## src/rtl/uart_tx_fifo_if.sv

```systemverilog
// Byte-producer side of the UART transmitter: write port,
// FIFO status and the serial pin.
interface uart_tx_fifo_if #(
    parameter int DATA_BITS  = 8,
    parameter int FIFO_DEPTH = 4
);
    localparam int LW = $clog2(FIFO_DEPTH + 1);

    logic [DATA_BITS-1:0] din;
    logic                 wr_en;
    logic                 full;
    logic [LW-1:0]        level;
    logic                 busy;
    logic                 txd;

    modport master (
        output din, wr_en,
        input  full, level, busy, txd
    );

    modport slave (
        input  din, wr_en,
        output full, level, busy, txd
    );
endinterface

```

## src/rtl/uart_tx_fifo.sv

```systemverilog
// UART transmitter with a small write FIFO: start, LSB-first
// data, optional parity and stop bits, back-to-back framing.
module uart_tx_fifo #(
    parameter int CLK_DIV    = 434,
    parameter int DATA_BITS  = 8,
    parameter int PARITY     = 0,
    parameter int STOP_BITS  = 1,
    parameter int FIFO_DEPTH = 4
) (
    input logic           clk,
    input logic           rst,
    uart_tx_fifo_if.slave bus
);
    localparam int CW = $clog2(CLK_DIV);
    localparam int PW = $clog2(FIFO_DEPTH);
    localparam int LW = $clog2(FIFO_DEPTH + 1);
    localparam int BW = $clog2(DATA_BITS);

    if (CLK_DIV < 2) begin : g_bad_div
        $error("CLK_DIV must be >= 2");
    end
    if (DATA_BITS < 5 || DATA_BITS > 8) begin : g_bad_data
        $error("DATA_BITS must be 5..8");
    end
    if (PARITY < 0 || PARITY > 2) begin : g_bad_par
        $error("PARITY must be 0, 1 or 2");
    end
    if (STOP_BITS < 1 || STOP_BITS > 2) begin : g_bad_stop
        $error("STOP_BITS must be 1 or 2");
    end
    if (FIFO_DEPTH < 2 || (FIFO_DEPTH & (FIFO_DEPTH - 1)) != 0) begin : g_bad_depth
        $error("FIFO_DEPTH must be a power of 2, >= 2");
    end

    typedef enum logic [2:0] {
        S_IDLE, S_START, S_DATA, S_PARITY, S_STOP
    } state_e;

    state_e               state_q, state_d;
    logic [CW-1:0]        cnt_q, cnt_d;
    logic [BW-1:0]        bit_q, bit_d;
    logic                 stop_q, stop_d;
    logic [DATA_BITS-1:0] shift_q, shift_d;
    logic                 par_q, par_d;
    logic                 txd_q, txd_d;
    logic [PW-1:0]        wptr_q, wptr_d;
    logic [PW-1:0]        rptr_q, rptr_d;
    logic [LW-1:0]        level_q, level_d;
    logic                 full_q, full_d;
    logic [DATA_BITS-1:0] mem [FIFO_DEPTH];

    logic                 tick, pop, push;
    logic [DATA_BITS-1:0] head;

    assign head = mem[rptr_q];
    assign tick = (cnt_q == CW'(CLK_DIV - 1));
    assign push = bus.wr_en && !full_q;

    always_comb begin
        state_d = state_q;
        cnt_d   = cnt_q;
        bit_d   = bit_q;
        stop_d  = stop_q;
        shift_d = shift_q;
        par_d   = par_q;
        txd_d   = txd_q;
        pop     = 1'b0;
        if (state_q != S_IDLE) begin
            cnt_d = tick ? '0 : cnt_q + CW'(1);
        end
        unique case (state_q)
            S_IDLE: begin
                cnt_d = '0;
                txd_d = 1'b1;
                pop   = (level_q != '0);
            end
            S_START: begin
                if (tick) begin
                    state_d = S_DATA;
                    bit_d   = '0;
                    txd_d   = shift_q[0];
                end
            end
            S_DATA: begin
                if (tick) begin
                    shift_d = shift_q >> 1;
                    if (bit_q == BW'(DATA_BITS - 1)) begin
                        if (PARITY != 0) begin
                            state_d = S_PARITY;
                            txd_d   = par_q;
                        end else begin
                            state_d = S_STOP;
                            txd_d   = 1'b1;
                            stop_d  = 1'b0;
                        end
                    end else begin
                        bit_d = bit_q + BW'(1);
                        txd_d = shift_q[1];
                    end
                end
            end
            S_PARITY: begin
                if (tick) begin
                    state_d = S_STOP;
                    txd_d   = 1'b1;
                    stop_d  = 1'b0;
                end
            end
            S_STOP: begin
                if (tick) begin
                    if (stop_q == 1'(STOP_BITS - 1)) begin
                        if (level_q != '0) begin
                            pop = 1'b1;
                        end else begin
                            state_d = S_IDLE;
                            txd_d   = 1'b1;
                        end
                    end else begin
                        stop_d = 1'b1;
                    end
                end
            end
            default: begin
                state_d = S_IDLE;
                txd_d   = 1'b1;
            end
        endcase
        // Parity is fixed from the word as popped, not the live FIFO.
        if (pop) begin
            state_d = S_START;
            cnt_d   = '0;
            shift_d = head;
            par_d   = (^head) ^ (PARITY == 1);
            txd_d   = 1'b0;
        end
    end

    always_comb begin
        wptr_d  = push ? wptr_q + PW'(1) : wptr_q;
        rptr_d  = pop ? rptr_q + PW'(1) : rptr_q;
        level_d = level_q + LW'(push) - LW'(pop);
        full_d  = (level_d == LW'(FIFO_DEPTH));
    end

    always_ff @(posedge clk or posedge rst) begin
        if (rst) begin
            state_q <= S_IDLE;
            cnt_q   <= '0;
            bit_q   <= '0;
            stop_q  <= 1'b0;
            shift_q <= '0;
            par_q   <= 1'b0;
            txd_q   <= 1'b1;
            wptr_q  <= '0;
            rptr_q  <= '0;
            level_q <= '0;
            full_q  <= 1'b0;
        end else begin
            state_q <= state_d;
            cnt_q   <= cnt_d;
            bit_q   <= bit_d;
            stop_q  <= stop_d;
            shift_q <= shift_d;
            par_q   <= par_d;
            txd_q   <= txd_d;
            wptr_q  <= wptr_d;
            rptr_q  <= rptr_d;
            level_q <= level_d;
            full_q  <= full_d;
        end
    end

    always_ff @(posedge clk) begin
        if (push) begin
            mem[wptr_q] <= bus.din;
        end
    end

    assign bus.full  = full_q;
    assign bus.level = level_q;
    assign bus.busy  = (state_q != S_IDLE) || (level_q != '0);
    assign bus.txd   = txd_q;
endmodule
```

## src/flat_wrapper.sv

```systemverilog
// flat-port wrapper written by rule: the top's interface ports become plain ports
module uart_tx_fifo_flat 
#(
    parameter int CLK_DIV    = 434,
    parameter int DATA_BITS  = 8,
    parameter int PARITY     = 0,
    parameter int STOP_BITS  = 1,
    parameter int FIFO_DEPTH = 4
)
  (clk, rst, bus_din, bus_wr_en, bus_full, bus_level, bus_busy, bus_txd);
  uart_tx_fifo_if #(.DATA_BITS(DATA_BITS), .FIFO_DEPTH(FIFO_DEPTH)) bus_i ();
  input logic clk;
  input logic rst;
  input wire logic [$bits(bus_i.din)-1:0] bus_din;
  input wire logic [$bits(bus_i.wr_en)-1:0] bus_wr_en;
  output wire logic [$bits(bus_i.full)-1:0] bus_full;
  output wire logic [$bits(bus_i.level)-1:0] bus_level;
  output wire logic [$bits(bus_i.busy)-1:0] bus_busy;
  output wire logic [$bits(bus_i.txd)-1:0] bus_txd;
  assign bus_i.din = bus_din;
  assign bus_i.wr_en = bus_wr_en;
  assign bus_full = bus_i.full;
  assign bus_level = bus_i.level;
  assign bus_busy = bus_i.busy;
  assign bus_txd = bus_i.txd;
  uart_tx_fifo #(.CLK_DIV(CLK_DIV), .DATA_BITS(DATA_BITS), .PARITY(PARITY), .STOP_BITS(STOP_BITS), .FIFO_DEPTH(FIFO_DEPTH)) u_core (.clk(clk), .rst(rst), .bus(bus_i));
endmodule
```

## config.mk

```make
export PLATFORM = sky130hd
export DESIGN_NAME = uart_tx_fifo_flat
export DESIGN_NICKNAME = d
export VERILOG_FILES = /design/src/rtl/uart_tx_fifo_if.sv /design/src/rtl/uart_tx_fifo.sv /design/src/flat_wrapper.sv
export SDC_FILE = /design/constraint.sdc
export NUM_CORES = 1
export LEC_CHECK = 0
export CORE_MARGIN = 10
export CORE_UTILIZATION = 50
export CTS_BUF_LIST = sky130_fd_sc_hd__clkbuf_16
export DETAILED_ROUTE_END_ITERATION = 16
export DONT_BUFFER_PORTS = 1
export PLACE_DENSITY_LB_ADDON = 0.15
export SLEW_MARGIN = 20
export SYNTH_ARGS = -nofsm -noshare
export SYNTH_HDL_FRONTEND = slang
export SYNTH_SLANG_ARGS = --single-unit
```

## constraint.sdc

```tcl
create_clock -name clk -period 6.1 [get_ports clk]
set_input_delay 0.915 -clock clk [delete_from_list [all_inputs] [get_ports clk]]
set_output_delay 0.915 -clock clk [all_outputs]
set_load 0.01 [all_outputs]
```

==> metrics.md, run 1 <==
| Metric | Value |
|---|---|
| Pwr/cell area | around 470 nW/um^2 |
| Hold bufs inserted after CTS | 0 |
| Main area contributors after synthesis | edfxtp_1 34%, dfrtp_1 28%, mux4_2 6.4%, mux2_1 6.0%, ha_1 4.4% |
| Port-buffer cells | 0 |
| TritonCTS clock tree | built |
| Leading cell type by number of instances after synthesis | edfxtp_1 |
| Outcome | finished clean |
| Leak pwr | 1.25 nW |
| Root buffer cell | clkbuf_16 |
| Reg-to-Reg Start | u_core.cnt_q[0] |
| Buffers plus inverters on the worst setup path | 2 |
| H-tree lvl count | 3 |
| Number of warnings reported in the yosys synthesis log | 0 |
| Total Routed Length | between 4 and 5 mm |
| Finished layout cell area | ~3200 sq um |
| Core outline area | between 5000 and 6000 sq um |
| Number of synthesized flops with an enable pin | 32 |
| Combined global-route utilization of all metal layers | 0.120 |
| Fraction of layout cells with a size suffix above 1 | 0.162 |
| Detailed-route vias per instance | 5.37 |
| Post-detail-place hpwl | ~3.3 mm |
| Slew Limit Fails | 0 |
| Number of remaining DRC errors | 0 |
| Fin nets | between 200 and 250 |
| Top-level port count | 17 |
| Growth of design area from synthesis to finish | 12.5% |
| Data required time at the worst endpoint | about 6.3 ns |
| Cell total after placement | between 200 and 300 |
| Commonest cells post-synth | 32 x edfxtp_1, 31 x dfrtp_1, 15 x mux2_1, 14 x nor2_1, 10 x ha_1 |
| Distinct cell type count of the synthesized netlist | 37 |
| Post-CTS setup-driven buffer insertion count | 0 |
| Number of antenna violations at the first check in global routing | 0 |
| Overall die width | between 90 and 100 um |
| Async SR Flop Fraction | 0.500 |
| CTS clock-pin slew for the worst setup and hold paths | around 0.06 ns |
| Unrepaired setup endpoints after global routing | false |
| # Max-Cap Violations | 0 |
| Origin of the worst min-delay path | u_core.bit_q[2] |
| Maximum buffer depth of the clock tree | 2 |
| WL per Instance | 17.4 um |
| Worst path max stage delay | 0.44 ns |
| Switching fraction of total power | 0.301 |
| Global placement routability congestion | approximately 0.74 |
| Synthesized netlist cell count | about 190 |
| Antenna-violating nets left | 0 |
| Final Setup Violations | 0 |
| Critical path class | flop to flop |
| Share of total power in sequential cells | 0.464 |
| Critical-path cell list | ha_1, nand4bb_4, o21ai_1, nand2_1, inv_1, ha_1, inv_1, ha_1, fa_1, xnor2_1, xnor2_1, nor3b_1 |
| Setup TNS after final layout | 0 ns |
| R2r endpoint | u_core.bus.full |
| Maximum number of pins on one net before global-route repair | 33 |
| Fraction of post-synthesis cell area in the top cell type by area | 0.341 |
| Sequential share of the synthesized area | 0.625 |
| Avg Synthesized Cell Area | ~15 sq um |
| Shortest clock period the worst path allows after layout | slightly below 3 ns |
| Insertion delay of the later-clocked pin in the worst-skew pair | ~0.33 ns |
| Inserted Clock Buffers | 9 |
| Die Area | about 9000 sq um |
| Cell type with the highest aggregate area in the netlist | edfxtp_1 |
| Cell seen most often among critical-path stages | ha_1 |
| Sort of element at the start of the critical path | flop |
| Gr ovfl total | 0 |
| Vias in the first global route | 1630 |
| First-pass GRT wire length | ~8.2 mm |
| Number of core rows | 27 |
| Cell family contributing the most delay on the critical path | adder cells |
| Master of the slowest instance on the critical path | dfrtp_1 |
| Combinational fraction of design power | 0.219 |
| Area after detailed placement | ~2900 sq um |
| Crit path arrival time | around 3.2 ns |
| Syn Std Cell Area | 2820 sq um |
| Post-Layout Cell Count | 270 |
| IR drop worst, VDD | 0.000287 V |
| Post-cts gate resize count | 0 |
| Critical-path maximum fanout | 11 |
| Clock power share | 0.317 |
| Net Switching | about 0.45 mW |
| Cell count of the worst reg-to-reg path | 12 |
| Fill cell count | roughly 460 |
| Flop-to-flop setup slack | about 3.2 ns |
| Vias | about 1400 |
| Worst Hold Depth | 1 |
| Detailed-routing iteration count for the pre-antenna-repair pass | 4 |
| Number of nets in the synthesized netlist | 209 |
| Slew at the pin closest to its max-slew limit | around 0.93 ns |
| Clock sink total | 64 |
| Initial Utilization | 0.515 |
| Hold violation total from the final report | 0 |
| Worst Setup End Kind | flop |
| Worst slew margin | 0.378 |
| Most used flip-flop cell after synthesis | edfxtp_1 |
| Fmax | between 300 and 400 MHz |
| Clock skew after layout | 0.00520 ns |
| Worst min-delay path class | flop to flop |
| Iteration-0 DRC Markers | a little over 100 |
| Antenna diode instance count | 0 |
| Number of synthesized register bits | 64 |
| Endpoint of the worst hold path | u_core.bit_q[2] |
| Total internal power | 1.03 mW |
| Portion of the clock cycle consumed by the worst path in the final layout | 0.481 |
| Die Height | about 95 um |
flip-flops by register name, summed over array words and instances, names as in the netlist:
name and cells:
u_core.bit_q 3, u_core.bus.full 1, u_core.bus.level 3, u_core.bus.txd 1, u_core.cnt_q 9, u_core.mem 32, u_core.rptr_q 2, u_core.shift_q 8
u_core.state_q 3, u_core.wptr_q 2
cells by family after synthesis:
kind of cell / Yosys count / synth area share
AOI/OAI and AO/OA: 12 / 0.0289
DFF: 64 / 0.625
adders and majority gates: 11 / 0.0515
muxes: 26 / 0.136
xor gates and xnor gates: 12 / 0.0373
and+or+nand+nor: 47 / 0.0999
buffers and inverters: 15 / 0.0213
worst register-to-register path, delay by kind of cell, from the launching register on:
| kind | cells | cell delay (ns) |
|---|---|---|
| AND/OR/NAND/NOR | 3 | 0.71 |
| AO/OA/AOI/OAI | 1 | 0.12 |
| adder cells (fa/ha/maj) | 4 | 1.12 |
| buffers and inverters | 2 | 0.14 |
| flip-flops | 1 | 0.44 |
| XOR/XNOR | 2 | 0.33 |
routing by layer:
metal	vias up	GRT usage	wire length [um]
li1	690	-	-
met1	729	0.144	2110
met2	22	0.185	2260
met3	8	0.0424	241
met4	0	0.0698	88
met5	-	0	0
stage by stage:
step                      total power [mW]   util  hold WS (ns)  setup WS (ns)
after global placement                1.00  0.528         0.493           3.22
after detailed placement              1.03  0.528         0.512           3.14
final                                 1.48  0.580         0.519           3.17
after global routing                  1.57  0.580         0.544           2.88
after floorplan                      0.935      -         0.477           3.46
after CTS                             1.50  0.580         0.524           3.14
power by group through the flow:
| stage | Clock (mW) | Combinational (mW) | Sequential [mW] |
|---|---|---|---|
| after floorplan | 0 | 0.295 | 0.640 |
| after global placement | 0 | 0.312 | 0.688 |
| after detailed placement | 0 | 0.329 | 0.698 |
| final | 0.469 | 0.323 | 0.687 |
| after global routing | 0.497 | 0.367 | 0.711 |
| after CTS | 0.476 | 0.332 | 0.690 |
layout by cell type, fill, tap and decap left out, types with 3 or more instances in the layout:
master,instances
mux4_2,8
clkinv_4,3
dfrtp_1,31
nor2_1,14
xnor2_1,6
nand2_1,5
inv_1,9
and2_1,4
edfxtp_1,32
mux2_1,15
nand2b_1,4
ha_1,10
o21ai_0,4
nand3_1,4
xor2_1,6
nor2b_1,4
clkbuf_16,9
mux2_2,3
final cells by class:
cell class              instances  area (sq um)  share of cell area
flip-flops and latches         64          1760               0.556
clock buffers                   9           225              0.0710
repair buffers                  1          7.51             0.00237
well taps                      72          90.1              0.0284
inverters                       9          33.8              0.0107
clock inverters                 7          56.3              0.0178
multi-input cells             108           996               0.314
worst max path at each step:
stage	startpoint	cells after the start	end	slack (ns)
global route	u_core.bus.level[0]	11	u_core.bus.full	2.88
CTS	u_core.bus.level[0]	11	u_core.bus.full	3.14
detailed placement	u_core.bus.level[0]	11	u_core.bus.full	3.14
global placement	u_core.bus.level[0]	11	u_core.bus.full	3.22
finish	u_core.cnt_q[0]	12	u_core.bus.full	3.17
floorplan	u_core.cnt_q[0]	13	u_core.bus.full	3.46
Power figures use the tool's default switching activity.
==> inputs of run 2 (changes only) <==
Clock period 6.1 ns to 2.7 ns, I/O delays scaled along.
==> run 2 against run 1 <==
Compared with the run above: final cell count rose by 3.0%; worst hold slack worse by 0.46 ns; sequential power grew 120%; count of clock-buffer cells in the layout is the same; combinational power rose to 2.5 times the previous value; core utilization increased by 1.6 points; largest cell class unchanged.
==> metrics.md, run 2 (synthesized netlist as in run 1, its figures left out) <==
| Metric | Value |
|---|---|
| Detailed-routing iteration count for the pre-antenna-repair pass | 5 |
| Port-buffer cells | 0 |
| Combined global-route utilization of all metal layers | 0.117 |
| Final Setup Violations | 0 |
| Outcome | finished clean |
| Data required time at the worst endpoint | between 2 and 3 ns |
| Total Routed Length | between 4 and 5 mm |
| CTS clock-pin slew for the worst setup and hold paths | about 0.050 ns |
| Detailed-route vias per instance | approximately 5.3 |
| Insertion delay of the later-clocked pin in the worst-skew pair | 0.32 ns |
| Max reg flops | 32 |
| Sort of element at the start of the critical path | flop |
| Largest registers | u_core.mem: 32 flops, u_core.cnt_q: 9 flops, u_core.shift_q: 8 flops |
| Register name with the most flops | u_core.mem |
| First-pass GRT wire length | between 7 and 8 mm |
| Clock sink total | 64 |
| Maximum buffer depth of the clock tree | 2 |
| Growth of design area from synthesis to finish | 15.5% |
| Post-Layout Cell Count | 278 |
| Initial Utilization | 0.515 |
| Worst Setup End Kind | flop |
| Die Area | around 9000 sq um |
| Worst min-delay path class | input port to async pin |
| Critical path class | flop to flop |
| Number of antenna violations at the first check in global routing | 0 |
| Shortest clock period the worst path allows after layout | around 2.5 ns |
| Hold bufs inserted after CTS | 0 |
| Metal-1 WL | 2.10 mm |
| WL per Instance | approximately 17 um |
| Fmax | between 300 and 400 MHz |
| # Max-Cap Violations | 0 |
| Uppermost layer routed | met4 |
| Pwr/cell area | between 1000 and 1500 nW/um^2 |
| Multi-input logic area | approximately 1000 sq um |
| IR drop worst, VDD | between 0.0006 and 0.0007 V |
| Worst slew margin | 0.587 |
| Fill cell count | approximately 440 |
| Clock skew after layout | roughly 0.0044 ns |
| Vias | 1481 |
| Number of core rows | 27 |
| Slew at the pin closest to its max-slew limit | just over 0.6 ns |
| Setup TNS after final layout | 0 ns |
| Gr ovfl total | 0 |
| Root buffer cell | clkbuf_16 |
| Die Height | 95.1 um |
| Area taken by flip-flops and latches | 1760 sq um |
| Portion of the clock cycle consumed by the worst path in the final layout | 0.943 |
| Antenna diode instance count | 0 |
| Crit path arrival time | 2.78 ns |
| Most frequent standard cell in the layout excluding fill and tap cells | edfxtp_1 |
| Leak pwr | about 1.3 nW |
| Fin nets | ~220 |
| Iteration-0 DRC Markers | between 90 and 100 |
| Top-level port count | 17 |
| Maximum number of pins on one net before global-route repair | 33 |
| H-tree lvl count | 3 |
| Leading cell types in the layout, fill and taps excluded | 32 x edfxtp_1, 30 x dfrtp_1, 15 x mux2_1 |
| Critical-path maximum fanout | 6 |
| Overall die width | between 90 and 100 um |
| Routed length on met3 | ~230 um |
| Core outline area | ~5500 sq um |
| Vias in the first global route | 1584 |
| Post-detail-place hpwl | between 3 and 4 mm |
| Fraction of layout cells with a size suffix above 1 | 0.209 |
| Hold violation total from the final report | 0 |
| WL met2 | between 2 and 2.5 mm |
| Slew Limit Fails | 0 |
| Inserted Clock Buffers | 9 |
| Number of remaining DRC errors | 0 |
| Global placement routability congestion | about 0.78 |
| Cell total after placement | between 200 and 300 |
| Antenna-violating nets left | 0 |
| TritonCTS clock tree | built |
[run 2: cell types whose count changed in the layout (fill, tap and decap cells not counted), sizes merged]
cell      change
buf           +8
bufinv        +1
clkinv        -2
clkinvlp      +2
inv           -1
[run 2: report_power, final]
group,internal (mW),switching (mW)
logic,0.449,0.362
registers,1.31,0.230
clock network,0.713,0.409
[run 2: cell type report]
class | instances | share of cell area
clock inverter | 7 | 0.0219
sequential | 64 | 0.542
tap | 72 | 0.0277
multi-input combinational | 108 | 0.308
timing repair buffer | 9 | 0.0207
inverter | 9 | 0.0104
clock buffer | 9 | 0.0692
[run 2: what timing repair did]
item,CTS,global route
gates resized for setup,0,3
endpoints found under the setup margin,0,1
setup buffers,0,3
[run 2: path summary, 6_finish.rpt]
kind / start / to / slack [ns] / cells after the start
min reg2reg: u_core.bit_q[1] / u_core.bit_q[1] / 0.51 / 1
max in group asynchronous: rst / u_core.bus.txd / 2.32 / 2
min: rst / u_core.bus.level[1] / 0.06 / 2
max: u_core.cnt_q[1] / u_core.bus.full / 0.15 / 13
max reg2reg: u_core.cnt_q[1] / u_core.bus.full / 0.15 / 13
min in group clk: bus_din[6] / u_core.mem[0][6] / 0.18 / 0
[run 2: routing by layer]
metal  global-route usage  vias up
met5                    0        -
met2                0.169       26
met1                0.146      742
met4               0.0748        0
met3               0.0393        8
li1                     -      705
[run 2: stage by stage]
step	worst slack, ns	utilization	power [mW]	instance area, sq um	hold slack (ns)
2_1_floorplan	0.0559	-	2.11	2820	0.477
3_3_place_gp	0.239	0.535	2.27	2930	0.402
3_5_place_dp	-0.00509	0.535	2.34	2930	0.410
4_1_cts	0.0285	0.589	3.46	3220	0.0643
5_1_grt	-0.0104	0.595	3.69	3260	0.0899
6_report	0.153	0.595	3.47	3260	0.0593
[run 2: worst max-delay path: stages, from the launching register on]
cell,delay (ns)
dfrtp_1,0.40
inv_1,0.07
ha_1,0.21
nand4bb_4,0.14
o21ai_2,0.09
nand2_1,0.10
inv_1,0.05
ha_1,0.26
inv_1,0.04
ha_1,0.18
fa_1,0.38
xnor2_1,0.20
xnor2_1,0.15
nor3b_2,0.20
==> inputs of run 3 (changes only) <==
Settings changed: ABC_CLOCK_PERIOD_IN_PS set to 2700, SLEW_MARGIN 20 to not set.
==> results of run 3 <==
Final layout, timing and power as in run 2 (identical DEF).
